<file path="src/rtl/vending_pkg.sv">
// Shared vending-machine types: coin codes, coin values, coin_acceptor output FSM states, price.
package vending_pkg;

  typedef enum logic [1:0] {
    COIN_1 = 2'd0,
    COIN_2 = 2'd1,
    COIN_5 = 2'd2
  } coin_t;

  localparam int unsigned COIN_VAL_1 = 1;
  localparam int unsigned COIN_VAL_2 = 2;
  localparam int unsigned COIN_VAL_5 = 5;

  localparam int unsigned PRICE = 10;

  typedef enum logic [1:0] {
    IDLE,
    PULSE,
    GAP
  } out_state_t;

  // Caller guarantees at most one bit set.
  function automatic coin_t coin_from_onehot(input logic [2:0] ev);
    coin_t c;
    c = COIN_1;
    if (ev[1]) c = COIN_2;
    if (ev[2]) c = COIN_5;
    return c;
  endfunction

endpackage

</file>
<file path="src/rtl/coin_acceptor_if.sv">
// Coin sensor inputs, downstream ready and coin pulse / status outputs of coin_acceptor.
interface coin_acceptor_if #(
  parameter int unsigned FIFO_DEPTH = 4
);
  logic [2:0]                  coin_raw;
  logic                        accept_en;
  logic                        rupee1;
  logic                        rupee2;
  logic                        rupee5;
  logic                        reject;
  logic [$clog2(FIFO_DEPTH):0] pending;
  logic                        fifo_full;

  modport master (
    output coin_raw, accept_en,
    input  rupee1, rupee2, rupee5, reject, pending, fifo_full
  );

  modport slave (
    input  coin_raw, accept_en,
    output rupee1, rupee2, rupee5, reject, pending, fifo_full
  );
endinterface

</file>
<file path="src/rtl/coin_debounce.sv">
// One coin sensor channel: 2-flop synchroniser, stability counter, registered rise pulse.
module coin_debounce #(
  parameter int unsigned DEBOUNCE_CYCLES = 4
) (
  input  logic clk,
  input  logic reset_n,
  input  logic raw,
  output logic rise
);
  localparam logic [3:0] DB_LIMIT = 4'(DEBOUNCE_CYCLES);

  logic       sync1_q, sync2_q;
  logic       level_q, level_d;
  logic       rise_q, rise_d;
  logic [3:0] cnt_q, cnt_d;

  // Once the counter holds the limit, the level flips on the next edge regardless of the sample.
  always_comb begin
    level_d = level_q;
    rise_d  = 1'b0;
    cnt_d   = '0;
    if (cnt_q == DB_LIMIT) begin
      level_d = ~level_q;
      rise_d  = ~level_q;
    end else if (sync2_q != level_q) begin
      cnt_d = cnt_q + 4'd1;
    end
  end

  always_ff @(posedge clk) begin
    if (!reset_n) begin
      sync1_q <= 1'b0;
      sync2_q <= 1'b0;
      level_q <= 1'b0;
      rise_q  <= 1'b0;
      cnt_q   <= '0;
    end else begin
      sync1_q <= raw;
      sync2_q <= sync1_q;
      level_q <= level_d;
      rise_q  <= rise_d;
      cnt_q   <= cnt_d;
    end
  end

  assign rise = rise_q;
endmodule

</file>
<file path="src/rtl/coin_acceptor.sv">
// Debounced coin events arbitrated into a small FIFO, released as spaced one-cycle coin pulses.
module coin_acceptor
  import vending_pkg::*;
#(
  parameter int unsigned DEBOUNCE_CYCLES = 4,
  parameter int unsigned GAP_CYCLES      = 1,
  parameter int unsigned FIFO_DEPTH      = 4
) (
  input logic            clk,
  input logic            reset_n,
  coin_acceptor_if.slave bus
);
  localparam int unsigned AW        = $clog2(FIFO_DEPTH);
  localparam logic [3:0]  GAP_LAST  = (GAP_CYCLES > 0) ? 4'(GAP_CYCLES - 1) : 4'd0;
  localparam logic [AW:0] DEPTH_CNT = (AW + 1)'(FIFO_DEPTH);

  logic [2:0]    ev;
  coin_t         mem_q [FIFO_DEPTH];
  logic [AW-1:0] wr_ptr_q, wr_ptr_d, rd_ptr_q, rd_ptr_d;
  logic [AW:0]   count_q, count_d;
  out_state_t    state_q, state_d;
  coin_t         coin_q, coin_d;
  logic [3:0]    gap_q, gap_d;
  logic          rupee1_q, rupee1_d, rupee2_q, rupee2_d, rupee5_q, rupee5_d;
  logic          reject_q, reject_d;
  logic          full, empty, push, pop;

  for (genvar i = 0; i < 3; i++) begin : g_ch
    coin_debounce #(.DEBOUNCE_CYCLES(DEBOUNCE_CYCLES)) u_db (
      .clk    (clk),
      .reset_n(reset_n),
      .raw    (bus.coin_raw[i]),
      .rise   (ev[i])
    );
  end

  // A pop in the same cycle frees a slot, so a full FIFO can still accept.
  always_comb begin
    full     = (count_q == DEPTH_CNT);
    empty    = (count_q == '0);
    pop      = (state_q == IDLE) && !empty && bus.accept_en;
    push     = $onehot(ev) && bus.accept_en && (!full || pop);
    reject_d = (ev != '0) && !push;
    wr_ptr_d = push ? wr_ptr_q + AW'(1) : wr_ptr_q;
    rd_ptr_d = pop  ? rd_ptr_q + AW'(1) : rd_ptr_q;
    count_d  = count_q;
    unique case ({push, pop})
      2'b10:   count_d = count_q + (AW + 1)'(1);
      2'b01:   count_d = count_q - (AW + 1)'(1);
      default: count_d = count_q;
    endcase
  end

  always_comb begin
    state_d  = state_q;
    coin_d   = coin_q;
    gap_d    = gap_q;
    rupee1_d = 1'b0;
    rupee2_d = 1'b0;
    rupee5_d = 1'b0;
    unique case (state_q)
      IDLE: begin
        if (pop) begin
          coin_d  = mem_q[rd_ptr_q];
          state_d = PULSE;
        end
      end
      PULSE: begin
        rupee1_d = (coin_q == COIN_1);
        rupee2_d = (coin_q == COIN_2);
        rupee5_d = (coin_q == COIN_5);
        gap_d    = '0;
        state_d  = (GAP_CYCLES > 0) ? GAP : IDLE;
      end
      GAP: begin
        if (gap_q == GAP_LAST) state_d = IDLE;
        else                   gap_d   = gap_q + 4'd1;
      end
      default: state_d = IDLE;
    endcase
  end

  always_ff @(posedge clk) begin
    if (push) mem_q[wr_ptr_q] <= coin_from_onehot(ev);
  end

  always_ff @(posedge clk) begin
    if (!reset_n) begin
      wr_ptr_q <= '0;
      rd_ptr_q <= '0;
      count_q  <= '0;
      state_q  <= IDLE;
      coin_q   <= COIN_1;
      gap_q    <= '0;
      rupee1_q <= 1'b0;
      rupee2_q <= 1'b0;
      rupee5_q <= 1'b0;
      reject_q <= 1'b0;
    end else begin
      wr_ptr_q <= wr_ptr_d;
      rd_ptr_q <= rd_ptr_d;
      count_q  <= count_d;
      state_q  <= state_d;
      coin_q   <= coin_d;
      gap_q    <= gap_d;
      rupee1_q <= rupee1_d;
      rupee2_q <= rupee2_d;
      rupee5_q <= rupee5_d;
      reject_q <= reject_d;
    end
  end

  assign bus.rupee1    = rupee1_q;
  assign bus.rupee2    = rupee2_q;
  assign bus.rupee5    = rupee5_q;
  assign bus.reject    = reject_q;
  assign bus.pending   = count_q;
  assign bus.fifo_full = full;
endmodule

</file>
<file path="src/flat_wrapper.sv">
// flat-port wrapper written by rule: the top's interface ports become plain ports
module coin_acceptor_flat import vending_pkg::*;
#(
  parameter int unsigned DEBOUNCE_CYCLES = 4,
  parameter int unsigned GAP_CYCLES      = 1,
  parameter int unsigned FIFO_DEPTH      = 4
)
  (clk, reset_n, bus_coin_raw, bus_accept_en, bus_rupee1, bus_rupee2, bus_rupee5, bus_reject, bus_pending, bus_fifo_full);
  coin_acceptor_if #(.FIFO_DEPTH(FIFO_DEPTH)) bus_i ();
  input logic clk;
  input logic reset_n;
  input wire logic [$bits(bus_i.coin_raw)-1:0] bus_coin_raw;
  input wire logic [$bits(bus_i.accept_en)-1:0] bus_accept_en;
  output wire logic [$bits(bus_i.rupee1)-1:0] bus_rupee1;
  output wire logic [$bits(bus_i.rupee2)-1:0] bus_rupee2;
  output wire logic [$bits(bus_i.rupee5)-1:0] bus_rupee5;
  output wire logic [$bits(bus_i.reject)-1:0] bus_reject;
  output wire logic [$bits(bus_i.pending)-1:0] bus_pending;
  output wire logic [$bits(bus_i.fifo_full)-1:0] bus_fifo_full;
  assign bus_i.coin_raw = bus_coin_raw;
  assign bus_i.accept_en = bus_accept_en;
  assign bus_rupee1 = bus_i.rupee1;
  assign bus_rupee2 = bus_i.rupee2;
  assign bus_rupee5 = bus_i.rupee5;
  assign bus_reject = bus_i.reject;
  assign bus_pending = bus_i.pending;
  assign bus_fifo_full = bus_i.fifo_full;
  coin_acceptor #(.DEBOUNCE_CYCLES(DEBOUNCE_CYCLES), .GAP_CYCLES(GAP_CYCLES), .FIFO_DEPTH(FIFO_DEPTH)) u_core (.clk(clk), .reset_n(reset_n), .bus(bus_i));
endmodule
</file>
<file path="config.mk">
export PLATFORM = sky130hd
export DESIGN_NAME = coin_acceptor_flat
export DESIGN_NICKNAME = d
export VERILOG_FILES = /design/src/rtl/vending_pkg.sv /design/src/rtl/coin_acceptor_if.sv /design/src/rtl/coin_debounce.sv /design/src/rtl/coin_acceptor.sv /design/src/flat_wrapper.sv
export SDC_FILE = /design/constraint.sdc
export NUM_CORES = 1
export LEC_CHECK = 0
export CORE_MARGIN = 2
export CORE_UTILIZATION = 46
export DETAILED_ROUTE_END_ITERATION = 8
export MAX_ROUTING_LAYER = met4
export PLACE_DENSITY = 0.74
export SETUP_SLACK_MARGIN = 0.15
export SLEW_MARGIN = 20
export SYNTH_ARGS = -nofsm -noshare
export SYNTH_HDL_FRONTEND = slang
export SYNTH_HIERARCHICAL = 1
export SYNTH_SLANG_ARGS = --single-unit
</file>
<file path="constraint.sdc">
create_clock -name clk -period 4.8 [get_ports clk]
set_input_delay 1.2 -clock clk [delete_from_list [all_inputs] [get_ports clk]]
set_output_delay 1.2 -clock clk [all_outputs]
set_load 0.01 [all_outputs]
</file>
After elaboration in Yosys (flattened, before gate mapping). Memories as Yosys holds them, arrays and structs flattened. A register that Yosys moved wholly into a read port is not among the register bits. Index checks and enable logic that the tools add are counted.

Input bits: 6. RAM bits: 8. Flip-flop bits (word level): 41. Output and inout port bits: 8. Memories: 1. Word-level logic and storage cells: 97.

Memories: u_core.mem_q (words 4, bits a word 2, read ports 1, clocked after Yosys merged registers in 1, wr ports 1, RTL line coin_acceptor.sv:18) `coin_t mem_q [FIFO_DEPTH];`.

Equality and inequality tests: 17. Reductions and logical operators: 27. Mux-type cells: 11. Add/subtract/negate cells: 10. Bitwise logic cells: 7.

Operators by type and width (number): 4-bit by 1-bit adder with 4-bit output, second input constant (4); 2-bit AND reduction (7); 4-bit by 3-bit == test with 1-bit output, second input constant (3); 3-bit OR reduction (3); 2-bit by 1-bit == test with 1-bit output, second input constant (4); 2-bit two-way mux (4); 4-bit one-hot mux with 2 select lines (1); 1-bit NOT (7); 2-bit == test, second input constant (3); 2-bit one-hot mux with 3 select lines (1); 3-bit one-hot mux with 2 select lines (1); 1-bit logical AND (5); 2-bit by 1-bit adder with 2-bit output, second input constant (2); 1-bit zero test (4); 2-bit zero test (2); 4-bit zero test (1); 4-bit two-way mux (1); 2-bit by 1-bit != test with 1-bit output, second input constant (2); 2-bit nonzero test (2); 3-bit by 1-bit adder with 3-bit output, second input constant (1); 3-bit == test, second input constant (1); 3-bit zero test (1); 1-bit two-way mux (3); 1-bit != test (3); other kinds (6) (6).

Logic depth before layout (Yosys ltp). Gate-level depths: netlist of run 1.

Depth in word-level cells: 8. Mapped depth: 8.

By module. Netlist of run 1, hierarchy kept.

By module, submodules not included: coin_acceptor (cells an instance 125, area each 1326.3 um^2, seq. area each 620.6 um^2, times used 1); coin_debounce (cells an instance 28, area each 295.3 um^2, seq. area each 160.2 um^2, times used 3).

Worst setup path after synthesis of run 1. No wires, ideal clock.

Kind: input-to-reg. Start: input port bus_accept_en. End: register u_core.count_q[2] (netlist: u_core/bus.pending[2]). Setup slack: 2.079 ns. Path buffers: 0. Arrival time: 2.639 ns. Cell stages on the path: 7. Cells stage by stage: nor3b_1 -> nand2_1 -> nor2_1 -> fa_1 -> o2111ai_1 -> mux2_4 -> o2111ai_1.

Longest elaborated chain between the ends: 5. Elaborated cells between the ends (all ways): 8. Those cells by class: 2 x eq/ne; 1 x mux; 5 x reduce/logical.

RTL lines: start, declared (RTL line flat_wrapper.sv:13) `input wire logic [$bits(bus_i.accept_en)-1:0] bus_accept_en;`; 1-bit logical AND (RTL line coin_acceptor.sv:41) `pop = (state_q == IDLE) && !empty && bus.accept_en;`; 1-bit logical OR (RTL line coin_acceptor.sv:42) `push = $onehot(ev) && bus.accept_en && (!full || pop);`; 1-bit logical AND (RTL line coin_acceptor.sv:42); 2-bit by 1-bit == test with 1-bit output / 2-bit == test (equally long branches) (RTL line coin_acceptor.sv:47) `unique case ({push, pop})`; 3-bit one-hot mux with 2 select lines / 2-bit nonzero test (equally long branches); end signal, assigned (RTL line coin_acceptor.sv:102) `count_q <= count_d;`; end, declared (RTL line coin_acceptor.sv:20) `logic [AW:0] count_q, count_d;`.

Several ways; a longest one is shown, not always the timed one. A chain may end at the register's enable or synchronous reset.

Worst setup path after layout of run 1. Ends and elaborated chain as after synthesis.

==> metrics.cfg, run 1 <==
[run_status]
status = completed

[global_route]
grt_pass1_vias = 1425
grt_max_degree = 24
antenna_found_initial = 0
grtUsageTotal = 0.146
grt_pass1_wl_um = 6040
overflow = 0

[yosys]
synthSimpleGateAreaFrac = 0.219
synth_top_area_cell = dfxtp_1
synthArstFlopShare = 0
ys.warnings.count = 6
synthMuxAreaShare = 0.0317
yosysMostFrequentCell = dfxtp_1
synthTopCellsByArea = dfxtp_1 39%, edfxtp_1 11%, ha_1 6.8%
synth-compound-area-share = 0.0560
synth-edff-count = 8
synth_xor_area_frac = 0.0673
yosys-top-cells-count = 43 x dfxtp_1, 25 x nor2_1, 20 x inv_1, 12 x ha_1
syn_nets = 229
yosysUniqueCellTypes = 41
synthAdderAreaFrac = 0.0860
syn_area_um2 = 2210
ys_seq_elements = 51
ys_seq_area_frac = 0.498
syn_area_per_cell_um2 = 10.6
synth_top_area_share = 0.389
synth_top_family_by_area = simple AND/OR/NAND/NOR gates
synthFlopType = dfxtp_1
syn_inst = 209

[routing]
wl_um = 3420
dr.pass1.iters = 4
wl_per_cell_um = 12.1
drcViolationCount = 0
via_per_inst = 5.08
ant_nets = 0
num_vias = 1437
dr.first_iter.drc_count = 82

[clock_tree]
cts_tree = yes
post_cts_resized = 0
hold_buffers = 0
cts.htree.levels = 2
clkSlewWorstSetupHoldPaths_ns = 0.09
cts_sinks = 51
root_buffer = clkbuf_8
clock_path_buffers = 2
cts_setup_buffers = 0
cts_buffers = 5
clock_latency_ns = 0.29

[power]
leakage_uw = 0.000885
p_per_area_nw_per_um2 = 281
vdd_drop_max_mv = 0.185

[floorplanning]
die_w_um = 73.3
die-area_um2 = 5380
rows = 25
start_util = 0.471
core_area_um2 = 4690
ioPinCount = 14
fp.dieH_um = 73.3

[setup_path]
max_stage_delay_ns = 0.51
critPathCaptureType = flip-flop
worstSetupStartpointType = input port
cp_data_required_time_ns = 5.02
path_cells = clkdlybuf4s50_1 -> nor3b_1 -> nand2_1 -> nor2_1 -> fa_1 -> o2111ai_1 -> mux2_4 -> o2111ai_1
path_buf_inv = 1
cpMostUsedCell = o2111ai_1
critPathTopFamily = simple AND/OR/NAND/NOR gates
crit_slowest_cell = clkdlybuf4s50_1
worst-setup-path-type = in2reg
cp_max_fo = 7
crit_arrival_ns = 3.49

[sta]
rsz0062_at_grt = no
clock_skew_ns = 0.00766
layout_worst_path_cycle_share = 0.682
slew_headroom = 0.636
setup_viol = 0
fin_setup_tns_ns = 0
max_freq_mhz = 305
worst_pin_slew_ns = 0.545
worst_slack_ns = 1.52
hold_violations = 0
finalMaxSlewViolations = 0
holdWs_ns = 0.441
fin_crit_ns = 3.28

[placement]
place_ws_ns = 1.29
port_buffers = 13
post-dp-hpwl_um = 2450
routabilityCongestion = 0.851

[layout]
nFillCells = 440
drive_above_1_share = 0.114
multi_input_area_um2 = 1020
seq_area_um2 = 1100
nets = 248
diodes = 0
areaGrowthSynthToFinish_pct = 12.6

[min_path]
hold_path_class = reg2reg

[flow_run]
maxCapViolCount = 0

## layer usage
metal | vias up | wire length (um) | track usage
li1 | 743 | - | -
met3 | 2 | 124 | 0.0412
met1 | 661 | 1550 | 0.173
met5 | - | 0 | -
met2 | 31 | 1720 | 0.246
met4 | 0 | 13 | 0.0384
## kinds of logic after synthesis
kind of cell,count (synthesis)
AOI/OAI and AO/OA,16
xor gates and xnor gates,17
adders and majority gates,14
buffers and inverters,23
DFF,51
muxes,4
and+or+nand+nor,84
## cell type report
type	count	area share
clock buffer	6	0.0291
clock inverter	2	0.00653
inverter	21	0.0316
multi-input combinational	135	0.408
sequential	51	0.442
tap	54	0.0271
timing repair buffer	14	0.0552
## worst paths after layout
kind / start / slack (ns) / depth (start not counted) / endpoint
max: bus_accept_en / 1.52 / 8 / u_core/bus.pending[2]
min: u_core/g_ch[2].u_db/sync1_q / 0.44 / 1 / u_core/g_ch[2].u_db/sync2_q
max reg2reg: u_core/g_ch[2].u_db/rise / 2.39 / 7 / u_core/bus.pending[2]
min reg2reg: u_core/g_ch[2].u_db/sync1_q / 0.44 / 1 / u_core/g_ch[2].u_db/sync2_q
## metrics by stage
step	power, uW	std cells	util	cell area (um^2)
global placement	464	275	0.512	2400
floorplan	457	209	-	2210
detailed placement	465	275	0.512	2400
global route	726	283	0.531	2490
CTS	711	283	0.531	2490
finish	699	283	0.531	2490
## worst register-to-register path, cell delays in order, from the launching register on
cell and delay, ns:
dfxtp_1 0.41, inv_1 0.11, fa_1 0.45, and3b_2 0.27, nor2_1 0.05, fa_1 0.45, or4_1 0.52, o2111ai_1 0.08
## flip-flops by register name (all words and copies together), names as in the netlist, 3 cells and up
signal / cells
u_core/gap_q: 4
u_core/g_ch.u_db/sync2_q: 3
u_core/bus.pending: 3
u_core/g_ch.u_db/level_q: 3
u_core/g_ch.u_db/cnt_q: 12
u_core/g_ch.u_db/sync1_q: 3
u_core/g_ch.u_db/rise: 3
u_core/mem_q: 8
## placed cells by master, fill, tap and decap left out, drive strengths merged, types with 10 or more instances in the layout
cell,n
nand3,13
dfxtp,43
and2,13
xnor2,10
nor2,25
clkdlybuf4s50,13
ha,12
inv,21
## where the power goes
part / leakage, uW / internal (uW) / total (uW) / switching (uW)
combinational: 0.000421 / 8.32 / 18.4 / 10.0
clock: 0.0000418 / 105 / 244 / 139
sequential: 0.000422 / 435 / 437 / 1.47
No activity file was read; power rests on OpenSTA's default activity.
==> run 2: changes to the inputs <==
--- a/config.mk
+++ b/config.mk
@@ -9,7 +9,7 @@
 export CORE_UTILIZATION = 46
 export DETAILED_ROUTE_END_ITERATION = 8
 export MAX_ROUTING_LAYER = met4
-export PLACE_DENSITY = 0.74
+export PLACE_DENSITY = 0.77
 export SETUP_SLACK_MARGIN = 0.15
 export SLEW_MARGIN = 20
 export SYNTH_ARGS = -nofsm -noshare
==> constraint.sdc (replaced) <==
create_clock -name clk -period 2.66 [get_ports clk]
set_input_delay 0.665 -clock clk [delete_from_list [all_inputs] [get_ports clk]]
set_output_delay 0.665 -clock clk [all_outputs]
set_load 0.01 [all_outputs]
==> metrics.cfg, run 2 (synthesis results as in run 1) <==
[placement]
placed_cells = 278  ; +1.1%
port_buffers = 13  ; unchanged
routabilityCongestion = 0.877  ; +3.0%
post-dp-hpwl_um = 2530  ; +3.4%

[sta]
rsz0062_at_grt = no
slew_headroom = 0.771  ; +0.135
clock_skew_ns = 0.00443  ; -0.00323 ns
max_freq_mhz = 409
fin_setup_tns_ns = 0  ; unchanged
setup_viol = 0  ; unchanged
finalMaxSlewViolations = 0  ; unchanged
fin_crit_ns = 2.44
worst_pin_slew_ns = 0.343  ; -0.202 ns
hold_violations = 0  ; unchanged
layout_worst_path_cycle_share = 0.918

[power]
vdd_drop_max_mv = 0.314  ; +70%
totalPowerFinal_uw = 1250  ; +79%
leakage_uw = 0.000902  ; +1.9%
p_per_area_nw_per_um2 = 498  ; +77%

[layout]
areaGrowthSynthToFinish_pct = 13.5
mostFrequentLayoutCell = dfxtp_1
final_cell_mix = 43 x dfxtp_1, 25 x nor2_1, 20 x inv_1, 13 x clkdlybuf4s50_1, 12 x ha_1
drive_above_1_share = 0.121  ; +0.00715
instances_no_fill = 286  ; +1.1%
diodes = 0  ; unchanged
largest_reg_flops = 12  ; unchanged
reg.largest.list = u_core/g_ch.u_db/cnt_q: 12 flops, u_core/mem_q: 8 flops, u_core/gap_q: 4 flops
largest-register = u_core/g_ch.u_db/cnt_q
nets = 251  ; +1.2%

[routing]
wl_per_cell_um = 12.2  ; +0.80%
via_per_inst = 5.11  ; +0.60%
wl_um = 3480  ; +1.9%
num_vias = 1461  ; +1.7%
wl_met3_um = 118  ; -4.8%
met2WireLength_um = 1650  ; -4.6%
ant_nets = 0  ; unchanged
drcViolationCount = 0  ; unchanged
dr.pass1.iters = 4  ; unchanged
dr.first_iter.drc_count = 42  ; -49%
top_layer = met4
wl_met1_um = 1620  ; +4.5%

[setup_path]
path_cells = inv_1 -> fa_1 -> and3b_2 -> nor2_1 -> fa_1 -> or4_1 -> o2111ai_1
cpMostUsedCell = fa_1
reg2reg_depth = 7  ; unchanged
r2r-start = u_core/g_ch[2].u_db/rise
r2r_slack_ns = 0.22  ; -2.17 ns
cp_data_required_time_ns = 2.88  ; -2.14 ns
startpoint = u_core/g_ch[2].u_db/rise
worst-setup-path-type = reg2reg
critPathCaptureType = flip-flop
crit_slowest_cell = or4_1
max_stage_delay_ns = 0.52  ; about the same
crit_arrival_ns = 2.66  ; -0.83 ns
cp-endpoint = u_core/bus.pending[2]
cp_max_fo = 6  ; -1
worstSetupStartpointType = flip-flop
reg2reg_to = u_core/bus.pending[2]

[floorplanning]
fp.dieH_um = 73.3  ; unchanged
ioPinCount = 14  ; unchanged
die_w_um = 73.3  ; unchanged
die-area_um2 = 5380  ; unchanged
rows = 25  ; unchanged
start_util = 0.471  ; unchanged
core_area_um2 = 4690  ; unchanged

[clock_tree]
clkSlewWorstSetupHoldPaths_ns = 0.09  ; about the same
hold_buffers = 0  ; unchanged
clock_path_buffers = 2  ; unchanged
root_buffer = clkbuf_8
cts_setup_buffers = 0  ; unchanged
clock_latency_ns = 0.29  ; about the same
cts_tree = yes
cts_buffers = 5  ; unchanged
post_cts_resized = 0  ; unchanged
cts.htree.levels = 2  ; unchanged
cts_sinks = 51  ; unchanged

[global_route]
overflow = 0  ; unchanged
antenna_found_initial = 0  ; unchanged
grt_pass1_wl_um = 5870  ; -2.8%
grtUsageTotal = 0.146  ; -0.000506
grt_pass1_vias = 1460  ; +2.5%
grt_max_degree = 23  ; -4.2%

[run_status]
status = completed

[flow_run]
maxCapViolCount = 0  ; unchanged

[min_path]
hold_path_class = reg2reg

run 2: cell count changes in the layout (fill, tap and decap cells not counted), sizes merged:
cell,change
buf,+3
clkinvlp,-1
inv,-1
clkinv,+2
run 2: worst min path at each step:
stage | slack, ns | from | cells after the start | end
finish | 0.44 | u_core/g_ch[1].u_db/sync1_q | 1 | u_core/g_ch[1].u_db/sync2_q
global route | 0.46 | u_core/g_ch[2].u_db/sync1_q | 1 | u_core/g_ch[2].u_db/sync2_q
CTS | 0.44 | u_core/g_ch[1].u_db/sync1_q | 1 | u_core/g_ch[1].u_db/sync2_q
detailed placement | 0.42 | u_core/g_ch[1].u_db/sync1_q | 1 | u_core/g_ch[1].u_db/sync2_q
global placement | 0.42 | u_core/g_ch[2].u_db/sync1_q | 1 | u_core/g_ch[2].u_db/sync2_q
floorplan | 0.41 | u_core/g_ch[0].u_db/sync1_q | 1 | u_core/g_ch[0].u_db/sync2_q
run 2: layer usage:
layer,vias up,track usage
met5,-,-
met4,0,0.0848
met3,11,0.0398
met2,26,0.235
met1,678,0.162
li1,746,-
run 2: layout make-up:
| type | instances | area [um^2] |
|---|---|---|
| clock inverter | 2 | 12.5 |
| fill | 414 | 2180 |
| sequential | 51 | 1100 |
| clock buffer | 6 | 72.6 |
| timing repair buffer | 17 | 160 |
| inverter | 21 | 78.8 |
| tap | 54 | 67.6 |
| multi-input combinational | 135 | 1020 |
run 2: through the flow:
step	setup WS, ns	instance area [um^2]	hold slack (ns)	util
detailed placement	0.0869	2420	0.420	0.517
finish	0.218	2510	0.438	0.535
CTS	0.258	2510	0.441	0.535
floorplan	0.433	2210	0.412	-
global route	0.162	2510	0.463	0.535
global placement	0.131	2420	0.415	0.517
run 2: worst max-delay path: cells and delay by family (launching register included):
family / cells / cell delay (ns)
buf+inv: 1 / 0.11
simple gates: 3 / 0.84
compound gates: 1 / 0.08
fa+ha+maj: 2 / 0.88
flops: 1 / 0.44
run 2: power breakdown:
group          total, uW  switching [uW]  leakage [uW]  internal, uW
Combinational       36.2            19.2      0.000435          17.0
Sequential           787            2.41      0.000424           785
Clock                426             242     0.0000428           185
Total               1250             263      0.000902           987
==> run 3: changes to the inputs <==
--- a/config.mk
+++ b/config.mk
@@ -5,11 +5,11 @@
 export SDC_FILE = /design/constraint.sdc
 export NUM_CORES = 1
 export LEC_CHECK = 0
-export CORE_MARGIN = 2
-export CORE_UTILIZATION = 46
+export CORE_MARGIN = 5
+export CORE_UTILIZATION = 35
 export DETAILED_ROUTE_END_ITERATION = 8
 export MAX_ROUTING_LAYER = met4
-export PLACE_DENSITY = 0.77
+export PLACE_DENSITY = 0.64
 export SETUP_SLACK_MARGIN = 0.15
 export SLEW_MARGIN = 20
 export SYNTH_ARGS = -nofsm -noshare
==> metrics.cfg, run 3 (synthesis results as in run 1) <==
[sta]
fin_setup_tns_ns = 0  ; unchanged
slew_headroom = 0.770  ; -0.000855
worst_pin_slew_ns = 0.345  ; +0.00158 ns
hold_violations = 0  ; unchanged
finalMaxSlewViolations = 0  ; unchanged
clock_skew_ns = 0.00565  ; +0.00122 ns
max_freq_mhz = 424  ; +3.6%
fin_crit_ns = 2.36  ; -0.0842 ns
worst_slack_ns = 0.302  ; +0.0842 ns
layout_worst_path_cycle_share = 0.887  ; -0.0317
rsz0062_at_grt = no
setup_viol = 0  ; unchanged

[placement]
place_ws_ns = 0.0941  ; +0.00717 ns
routabilityCongestion = 0.738  ; -16%
post-dp-hpwl_um = 2570  ; +1.8%
place_area_um2 = 2470  ; +1.8%
port_buffers = 13  ; unchanged

[layout]
nets = 253  ; +0.80%
largest_reg_flops = 12  ; unchanged
drive_above_1_share = 0.141  ; +0.0203
diodes = 0  ; unchanged
largest-register = u_core/g_ch.u_db/cnt_q
areaGrowthSynthToFinish_pct = 16.7
mostFrequentLayoutCell = dfxtp_1
final_area_um2 = 2580  ; +2.9%
reg.largest.list = u_core/g_ch.u_db/cnt_q: 12 flops, u_core/mem_q: 8 flops, u_core/gap_q: 4 flops
final_cell_mix = 42 x dfxtp_1, 25 x nor2_1, 20 x inv_1, 13 x clkdlybuf4s50_1, 12 x ha_1

[global_route]
grt_pass1_wl_um = 6380  ; +8.7%
grtUsageTotal = 0.107  ; -0.0391
overflow = 0  ; unchanged
antenna_found_initial = 0  ; unchanged
grt_pass1_vias = 1432  ; -1.9%
grt_max_degree = 23  ; unchanged

[clock_tree]
cts_buffers = 5  ; unchanged
clock_latency_ns = 0.30  ; about the same
cts.htree.levels = 2  ; unchanged
root_buffer = clkbuf_8
cts_setup_buffers = 0  ; unchanged
clock_path_buffers = 2  ; unchanged
hold_buffers = 0  ; unchanged
cts_tree = yes
cts_sinks = 51  ; unchanged
post_cts_resized = 0  ; unchanged
clkSlewWorstSetupHoldPaths_ns = 0.09  ; about the same

[routing]
drcViolationCount = 0  ; unchanged
via_per_inst = 4.78  ; -6.4%
wl_per_cell_um = 11.8  ; -2.7%
ant_nets = 0  ; unchanged
dr.first_iter.drc_count = 42  ; unchanged
dr.pass1.iters = 4  ; unchanged
wl_um = 3680  ; +5.8%
num_vias = 1487  ; +1.8%

[power]
leakage_uw = 0.000927  ; +2.8%
p_per_area_nw_per_um2 = 529  ; +6.2%
totalPowerFinal_uw = 1370  ; +9.3%
switchingPower_uw = 284  ; +7.8%
seqPwrFrac = 0.576  ; -0.054
power.switching_fraction = 0.208  ; -0.00295
vdd_drop_max_mv = 0.332  ; +5.7%
combPwrFrac = 0.027  ; -0.002
p_clk_frac = 0.397  ; +0.056
p_int_uw = 1080  ; +9.7%

[run_status]
status = completed

[floorplanning]
die-area_um2 = 8010  ; +49%
rows = 29  ; +16%
start_util = 0.354  ; -0.117
die_w_um = 89.5  ; +22%
fp.dieH_um = 89.5  ; +22%
core_area_um2 = 6240  ; +33%
ioPinCount = 14  ; unchanged

[setup_path]
cp_data_required_time_ns = 2.00  ; -0.88 ns
reg2reg_depth = 7  ; unchanged
crit_arrival_ns = 1.69  ; -0.97 ns
cp_max_fo = 8  ; +2
worstSetupStartpointType = flip-flop
worst-setup-path-type = reg2out
critPathCaptureType = primary output

[min_path]
hold_path_class = reg2reg
hold_depth = 1  ; unchanged

[flow_run]
maxCapViolCount = 0  ; unchanged

==> run 3: changes by cell type in the layout (fill, tap and decap cells not counted), sizes merged <==
cell,delta
buf,+2
bufinv,+1
clkbuf,-1
==> run 3: critical path, stage by stage (launching register included) <==
cell and delay (ns):
dfxtp_1 0.42, nor3b_2 0.36, clkdlybuf4s50_1 0.61
==> run 3: per-stage QoR <==
step | util | cells | hold slack (ns)
3_3_place_gp | 0.396 | 303 | 0.416
2_1_floorplan | - | 209 | 0.412
6_report | 0.414 | 311 | 0.439
5_1_grt | 0.414 | 311 | 0.467
3_5_place_dp | 0.396 | 303 | 0.419
4_1_cts | 0.414 | 311 | 0.442
==> run 3: area by class of cell <==
cell class / instances / area (um^2)
clock inverter: 3 / 43.8
timing repair buffer: 19 / 175
clock buffer: 5 / 68.8
sequential: 51 / 1100
fill: 606 / 3660
tap: 77 / 96.3
multi-input combinational: 135 / 1020
inverter: 21 / 78.8
==> run 3: worst paths after layout <==
kind / slack [ns] / endpoint / startpoint
max: 0.30 / bus_fifo_full / u_core/bus.pending[0]
min: 0.44 / u_core/g_ch[2].u_db/sync2_q / u_core/g_ch[2].u_db/sync1_q
max reg2reg: 0.34 / u_core/bus.pending[2] / u_core/g_ch[2].u_db/rise
min reg2reg: 0.44 / u_core/g_ch[2].u_db/sync2_q / u_core/g_ch[2].u_db/sync1_q
==> run 3: power groups by stage <==
stage | sequential (uW) | combinational (uW) | clock, uW
after global routing | 788 | 40.6 | 591
final | 787 | 36.3 | 542
after floorplan | 805 | 19.4 | 0
after detailed placement | 805 | 36.3 | 0
after CTS | 788 | 36.4 | 559
after global placement | 805 | 36.3 | 0
==> run 3: layer usage <==
metal | share of wire | track usage
met5 | 0 | -
met4 | 0.025 | 0.0460
met3 | 0.043 | 0.0304
met2 | 0.45 | 0.163
met1 | 0.48 | 0.132
